===== config.mk =====
export PLATFORM = sky130hd
export DESIGN_NAME = bcd_scan_display
export DESIGN_NICKNAME = d
export VERILOG_FILES = /design/src/rtl/bcd_scan_display.sv
export SDC_FILE = /design/constraint.sdc
export NUM_CORES = 1
export LEC_CHECK = 0
export ABC_AREA = 0
export ABC_CLOCK_PERIOD_IN_PS = 2380
export BUFFER_PORTS_ARGS = -buffer_cell sky130_fd_sc_hd__buf_4
export CAP_MARGIN = 10
export CORE_ASPECT_RATIO = 1.4
export CORE_MARGIN = 4
export CORE_UTILIZATION = 55
export CTS_CLUSTER_DIAMETER = 120
export DETAILED_ROUTE_END_ITERATION = 16
export PLACE_DENSITY = 0.81
export SLEW_MARGIN = 40
export SYNTH_ARGS = -nofsm -noshare
export SYNTH_HDL_FRONTEND = slang
export SYNTH_SLANG_ARGS = --single-unit
export TNS_END_PERCENT = 50

===== constraint.sdc =====
create_clock -name clk -period 2.38 [get_ports clk]
set_input_delay 0.119 -clock clk [delete_from_list [all_inputs] [get_ports clk]]
set_output_delay 0.119 -clock clk [all_outputs]
set_load 0.02 [all_outputs]

===== src/rtl/bcd_scan_display.sv =====
// bcd_scan_display: time-multiplexed BCD -> 7-segment driver with dead-time
// ghost suppression, leading-zero blanking and frame-boundary (tear-free) commit.
// Ports:
//   clk, rst_n      clock (rising edge), asynchronous active-low reset
//   load            1-cycle strobe, captures bcd_in/dp_in into the shadow register
//   bcd_in, dp_in   packed BCD nibbles (digit 0 = LSD) and per-digit decimal points
//   blank           forces all segments/enables off while the scan keeps running
//   seg, dp         registered segment {g..a} and decimal-point pins
//   digit_en        registered one-hot digit enables
//   select          binary index of the digit being scanned
//   err             high while any active nibble is > 9
//   frame_done      1-cycle pulse after the last digit's slot ends
module bcd_scan_display #(
   parameter int unsigned DIGITS      = 8,
   parameter int unsigned CLK_DIV     = 50000,
   parameter int unsigned BLANK_CYC   = 4,
   parameter int unsigned SEG_ACT_LOW = 0,
   parameter int unsigned SEL_ACT_LOW = 0,
   parameter int unsigned LZ_BLANK    = 1,
   localparam int unsigned SW         = $clog2(DIGITS)
) (
   input  logic                clk,
   input  logic                rst_n,
   input  logic                load,
   input  logic [4*DIGITS-1:0] bcd_in,
   input  logic [DIGITS-1:0]   dp_in,
   input  logic                blank,
   output logic [6:0]          seg,
   output logic                dp,
   output logic [DIGITS-1:0]   digit_en,
   output logic [SW-1:0]       select,
   output logic                err,
   output logic                frame_done
);

   localparam int unsigned     PW         = (CLK_DIV > 1) ? $clog2(CLK_DIV) : 1;
   localparam logic [PW-1:0]   PRESC_LAST = PW'(CLK_DIV - 1);
   localparam logic [SW-1:0]   IDX_LAST   = SW'(DIGITS - 1);
   localparam logic [6:0]      SEG_OFF    = (SEG_ACT_LOW != 0) ? 7'h7F : 7'h00;
   localparam logic            DP_OFF     = (SEG_ACT_LOW != 0);
   localparam logic [DIGITS-1:0] EN_OFF   = (SEL_ACT_LOW != 0) ? {DIGITS{1'b1}} : {DIGITS{1'b0}};

   logic [PW-1:0]              r_presc;
   logic [SW-1:0]              r_idx;
   logic [DIGITS-1:0][3:0]     r_shadow;
   logic [DIGITS-1:0][3:0]     r_active;
   logic [DIGITS-1:0]          r_shadow_dp;
   logic [DIGITS-1:0]          r_active_dp;
   logic                       r_pending;
   logic                       r_err;
   logic                       r_frame_done;
   logic [6:0]                 r_seg;
   logic                       r_dp;
   logic [DIGITS-1:0]          r_digit_en;

   logic                       w_slot_end;
   logic                       w_commit;
   logic                       w_dead;
   logic [DIGITS-1:0][3:0]     w_new_active;
   logic [DIGITS-1:0]          w_new_dp;
   logic                       w_new_err;
   logic                       w_run;
   logic [DIGITS-1:0]          w_lz;
   logic [6:0]                 w_seg_log;
   logic                       w_dp_log;
   logic [DIGITS-1:0]          w_en_log;

   function automatic logic [6:0] seg_decode(input logic [3:0] n);
      case (n)
         4'd0:    seg_decode = 7'h3F;
         4'd1:    seg_decode = 7'h06;
         4'd2:    seg_decode = 7'h5B;
         4'd3:    seg_decode = 7'h4F;
         4'd4:    seg_decode = 7'h66;
         4'd5:    seg_decode = 7'h6D;
         4'd6:    seg_decode = 7'h7D;
         4'd7:    seg_decode = 7'h07;
         4'd8:    seg_decode = 7'h7F;
         4'd9:    seg_decode = 7'h6F;
         default: seg_decode = 7'h79;
      endcase
   endfunction

   assign w_slot_end = (r_presc == PRESC_LAST);
   assign w_commit   = w_slot_end && (r_idx == IDX_LAST);

   // A load coincident with the commit edge bypasses the shadow.
   assign w_new_active = load ? bcd_in : r_shadow;
   assign w_new_dp     = load ? dp_in  : r_shadow_dp;

   always_comb begin
      w_new_err = 1'b0;
      for (int k = 0; k < int'(DIGITS); k++) begin
         if (w_new_active[k] > 4'd9) w_new_err = 1'b1;
      end
   end

   // Leading-zero blanking: walk from the MSD down, stop at the first non-zero nibble or dp.
   always_comb begin
      w_run = (LZ_BLANK != 0);
      w_lz  = '0;
      for (int k = int'(DIGITS) - 1; k >= 0; k--) begin
         w_run = w_run && (r_active[k] == 4'd0) && !r_active_dp[k];
         if (k != 0) w_lz[k] = w_run;
      end
   end

   generate
      if (BLANK_CYC == 0) begin : g_no_dead
         assign w_dead = 1'b0;
      end else begin : g_dead
         assign w_dead = (r_presc < PW'(BLANK_CYC));
      end
   endgenerate

   // Logical (active-high) output values for the current prescaler/index.
   always_comb begin
      w_seg_log = 7'h00;
      w_dp_log  = 1'b0;
      w_en_log  = '0;
      if (!w_dead && !blank) begin
         w_en_log = DIGITS'(1) << r_idx;
         if (!w_lz[r_idx]) begin
            w_seg_log = seg_decode(r_active[r_idx]);
            w_dp_log  = r_active_dp[r_idx];
         end
      end
   end

   // Prescaler and scan index.
   always_ff @(posedge clk or negedge rst_n) begin
      if (!rst_n) begin
         r_presc      <= '0;
         r_idx        <= '0;
         r_frame_done <= 1'b0;
      end else begin
         r_presc      <= w_slot_end ? '0 : r_presc + PW'(1);
         if (w_slot_end) r_idx <= (r_idx == IDX_LAST) ? '0 : r_idx + SW'(1);
         r_frame_done <= w_commit;
      end
   end

   // Shadow capture and frame-boundary commit.
   always_ff @(posedge clk or negedge rst_n) begin
      if (!rst_n) begin
         r_shadow    <= '0;
         r_shadow_dp <= '0;
         r_active    <= '0;
         r_active_dp <= '0;
         r_pending   <= 1'b0;
         r_err       <= 1'b0;
      end else begin
         if (load) begin
            r_shadow    <= bcd_in;
            r_shadow_dp <= dp_in;
         end
         if (w_commit) begin
            r_pending <= 1'b0;
            if (load || r_pending) begin
               r_active    <= w_new_active;
               r_active_dp <= w_new_dp;
               r_err       <= w_new_err;
            end
         end else if (load) begin
            r_pending <= 1'b1;
         end
      end
   end

   // Output pins, polarity applied last.
   always_ff @(posedge clk or negedge rst_n) begin
      if (!rst_n) begin
         r_seg      <= SEG_OFF;
         r_dp       <= DP_OFF;
         r_digit_en <= EN_OFF;
      end else begin
         r_seg      <= w_seg_log ^ SEG_OFF;
         r_dp       <= w_dp_log ^ DP_OFF;
         r_digit_en <= w_en_log ^ EN_OFF;
      end
   end

   assign seg        = r_seg;
   assign dp         = r_dp;
   assign digit_en   = r_digit_en;
   assign select     = r_idx;
   assign err        = r_err;
   assign frame_done = r_frame_done;

endmodule

==> run summary <==
Status - completed
Worst hold path type - input pin to flop
Num rows - 41
Clock Sinks - 118
Count leader, synth - dfrtp_1
Drt pass-1 iters - 4
Final worst-path cycle share - 0.9443
Synth Area in Adders - 0.03125
Distinct cell type count after synthesis - 41
Fillers - 564
Worst slack at placement - 55.90 ps
R2R Path End - r_active[13]$_DFFE_PN0P_
Vias per inst - 5.639
Syn Nets - 445
Nets - 564
Crit. Startpoint - r_presc[0]$_DFF_PN0_
Post-synth EDFFs - 0
Unrepaired setup endpoints after global routing - no
Placed cells - 554
I/O pins - 65
Average routed wire per standard cell - 17.98 um
Max VDD drop - 0.0005584 V
Cell taking the most area after synthesis - dfrtp_1
Share of cells above drive strength 1 - 0.3776
Hold Vio Cnt, Final - 0
Routability Congestion - 0.8380
Finished Layout Cells - 626
GRT Overall Usage - 0.2231
DR DRC count - 0
Pleak - 3.136 nW
Fmax - 445.0 MHz
Routed Antenna Nets - 0
Yosys warnings - 0
Fin util - 0.7517
Clk buf depth - 2
Clk_lat worst skew - 410 ps
Global route overflow - 0
Final worst setup slack - 132.6 ps
Main combinational cell family by area after synthesis - multiplexers
PD cells - 758.7 nW/um2
Final min period - 2247 ps
Total of max-cap violations - 0
Synth Area in Compound Gates - 0.04135
Antenna cells - 0
Reg clk slew, reported paths - 50 ps
Syn Inst Count - 388
Pins Over Slew Limit - 0
Crit path max fanout - 42
Htree depth - 4
First-pass GRT wire length - 19160 um
CP Data Required Time - 2670 ps
Synth cell count leaders - dfrtp_1, mux2_2, nor2_1, nand2_1, o21ai_0
R2R setup slack - 130 ps
Vias - 3530
Multiplexer area fraction after synthesis - 0.2286
Worst-Margin Slew - 582.8 ps
Crit path capture type - flop
Simple-Gate Fraction of Synth Area - 0.08654
Root Buffer - clkbuf_16
Main flop type after synthesis - dfrtp_1
Port bufs - 64
Die Wd - 90.22 um
Die height - 123.1 um
Relative slew margins - 0.6115
Start of the worst register-to-register path - r_presc[0]$_DFF_PN0_
Die area - 11110 um2
Synth-to-layout area growth - 31.87%
Setup-failing EPs final - 0
Number of setup buffers added after CTS - 0
Register area share after synthesis - 0.5673
DRT iter0 DRCs - 242
Top cells by area, synth - dfrtp_1, mux2_2, ha_1, mux4_2, mux2i_1
Setup TNS - 0 ps
Worst Setup EP - r_active[13]$_DFFE_PN0P_
Mean Syn Cell Area - 13.41 um2
Initial antenna violation count - 0
Setup Skew - 6.765 ps
Hold path start - blank
Critical path class - flop to flop
Post-Synth XOR/XNOR Area - 0.02019
Initial Utilization - 0.5700
CTS tree - yes
Yosys reg bits - 118
Top-area cell type share of the netlist area - 0.5673
Final WL - 11260 um
Synth async-reset ratio - 1.000
Syn Std Cell Area - 5205 um2
Pin count of the biggest net entering global routing - 54
Core Region - 9131 um2
Depth of the most critical reg-to-reg path - 6
DP Wirelength - 7485 um
Worst setup SP type - flop
Number of CTS-inserted buffers - 17
Worst EP arrival - 2540 ps
Vias in the first global route - 3857
## what timing repair did
item	CTS	global route
setup endpoints to repair	0	45
hold endpoints to repair	84	0
hold buffers	41	0
resized for setup	0	2
## critical path: stages, from the launching register on
cell,delay (ps)
dfrtp_1,370
ha_1,210
nand3_2,140
or3_4,440
nor4_4,270
buf_12,280
mux2_2,380
## state kept, by name, indices dropped and copies added, names as in the netlist
| name | cells |
|---|---|
| r_presc | 16 |
| seg | 7 |
| dp | 1 |
| digit_en | 8 |
| r_active_dp | 8 |
| frame_done | 1 |
| r_pending | 1 |
| r_shadow_dp | 8 |
| r_shadow | 32 |
| err | 1 |
| r_active | 32 |
| select | 3 |
## power by group
group | switching, W | leakage, nW | internal [W] | total [W]
registers | 0.0000459 | 1.50 | 0.00211 | 0.00216
logic | 0.000193 | 1.33 | 0.000225 | 0.000418
clock network | 0.000841 | 0.302 | 0.00179 | 0.00263
## cells in the final DEF (no fill, tap or decap), types with 3 or more instances in the layout
cell type / count
ha_1: 13
bufinv_16: 4
nand4_1: 6
nor3_1: 7
and3_1: 7
mux4_2: 7
inv_1: 10
mux2_2: 79
or3_1: 3
or4_1: 3
dfrtp_1: 117
buf_4: 70
nand3_1: 3
dlygate4sd3_1: 41
and2_1: 5
buf_12: 3
mux2i_1: 12
clkinv_2: 5
o21ai_0: 14
a21oi_1: 7
nor4_1: 3
clkbuf_16: 17
xor2_1: 6
nor2_1: 21
nand2_1: 20
xnor2_1: 6
## worst min path at each step
stage                                 end  slack, ps  cells past startpoint
finish                       dp$_DFF_PN0_         50                      3
global route                 dp$_DFF_PN0_         60                      3
CTS                          dp$_DFF_PN0_         30                      3
detailed placement   r_presc[5]$_DFF_PN0_        160                      1
global placement     r_presc[4]$_DFF_PN0_        150                      1
floorplan           digit_en[0]$_DFF_PN0_       -180                      0
## layout make-up
| cell class | instances | area [um2] | share of cell area |
|---|---|---|---|
| clock buffer | 21 | 460.4 | 0.06708 |
| clock inverter | 10 | 152.6 | 0.02224 |
| timing repair buffer | 114 | 996.0 | 0.1451 |
| inverter | 10 | 37.54 | 0.005468 |
| sequential | 118 | 2954 | 0.4304 |
| tap | 107 | 133.9 | 0.01950 |
| multi-input combinational | 246 | 2130 | 0.3102 |
## stage by stage
stage               instance area, um2  hold slack, ps  power (W)
CTS                               6857           34.62   0.005251
global placement                  5833           154.0   0.002536
floorplan                         5205          -176.6   0.002371
finish                            6864           50.10   0.005208
detailed placement                5833           159.5   0.002556
global route                      6864           59.08   0.005394
## metal layers
| metal | wire [um] | GRT usage |
|---|---|---|
| met2 | 6037 | 0.3908 |
| met5 | 0 | 0 |
| met1 | 4432 | 0.2561 |
| met3 | 467 | 0.05904 |
| met4 | 319 | 0.1073 |
## cell families (layout without fill, tap and decap cells)
logic type | count (synthesis) | after routing
AOI/OAI and AO/OA | 35 | 35
xor gates and xnor gates | 12 | 12
muxes | 100 | 100
and+or+nand+nor | 86 | 86
buffers and inverters | 24 | 155
adders and majority gates | 13 | 13
DFF | 118 | 118
Power figures use the tool's default switching activity.
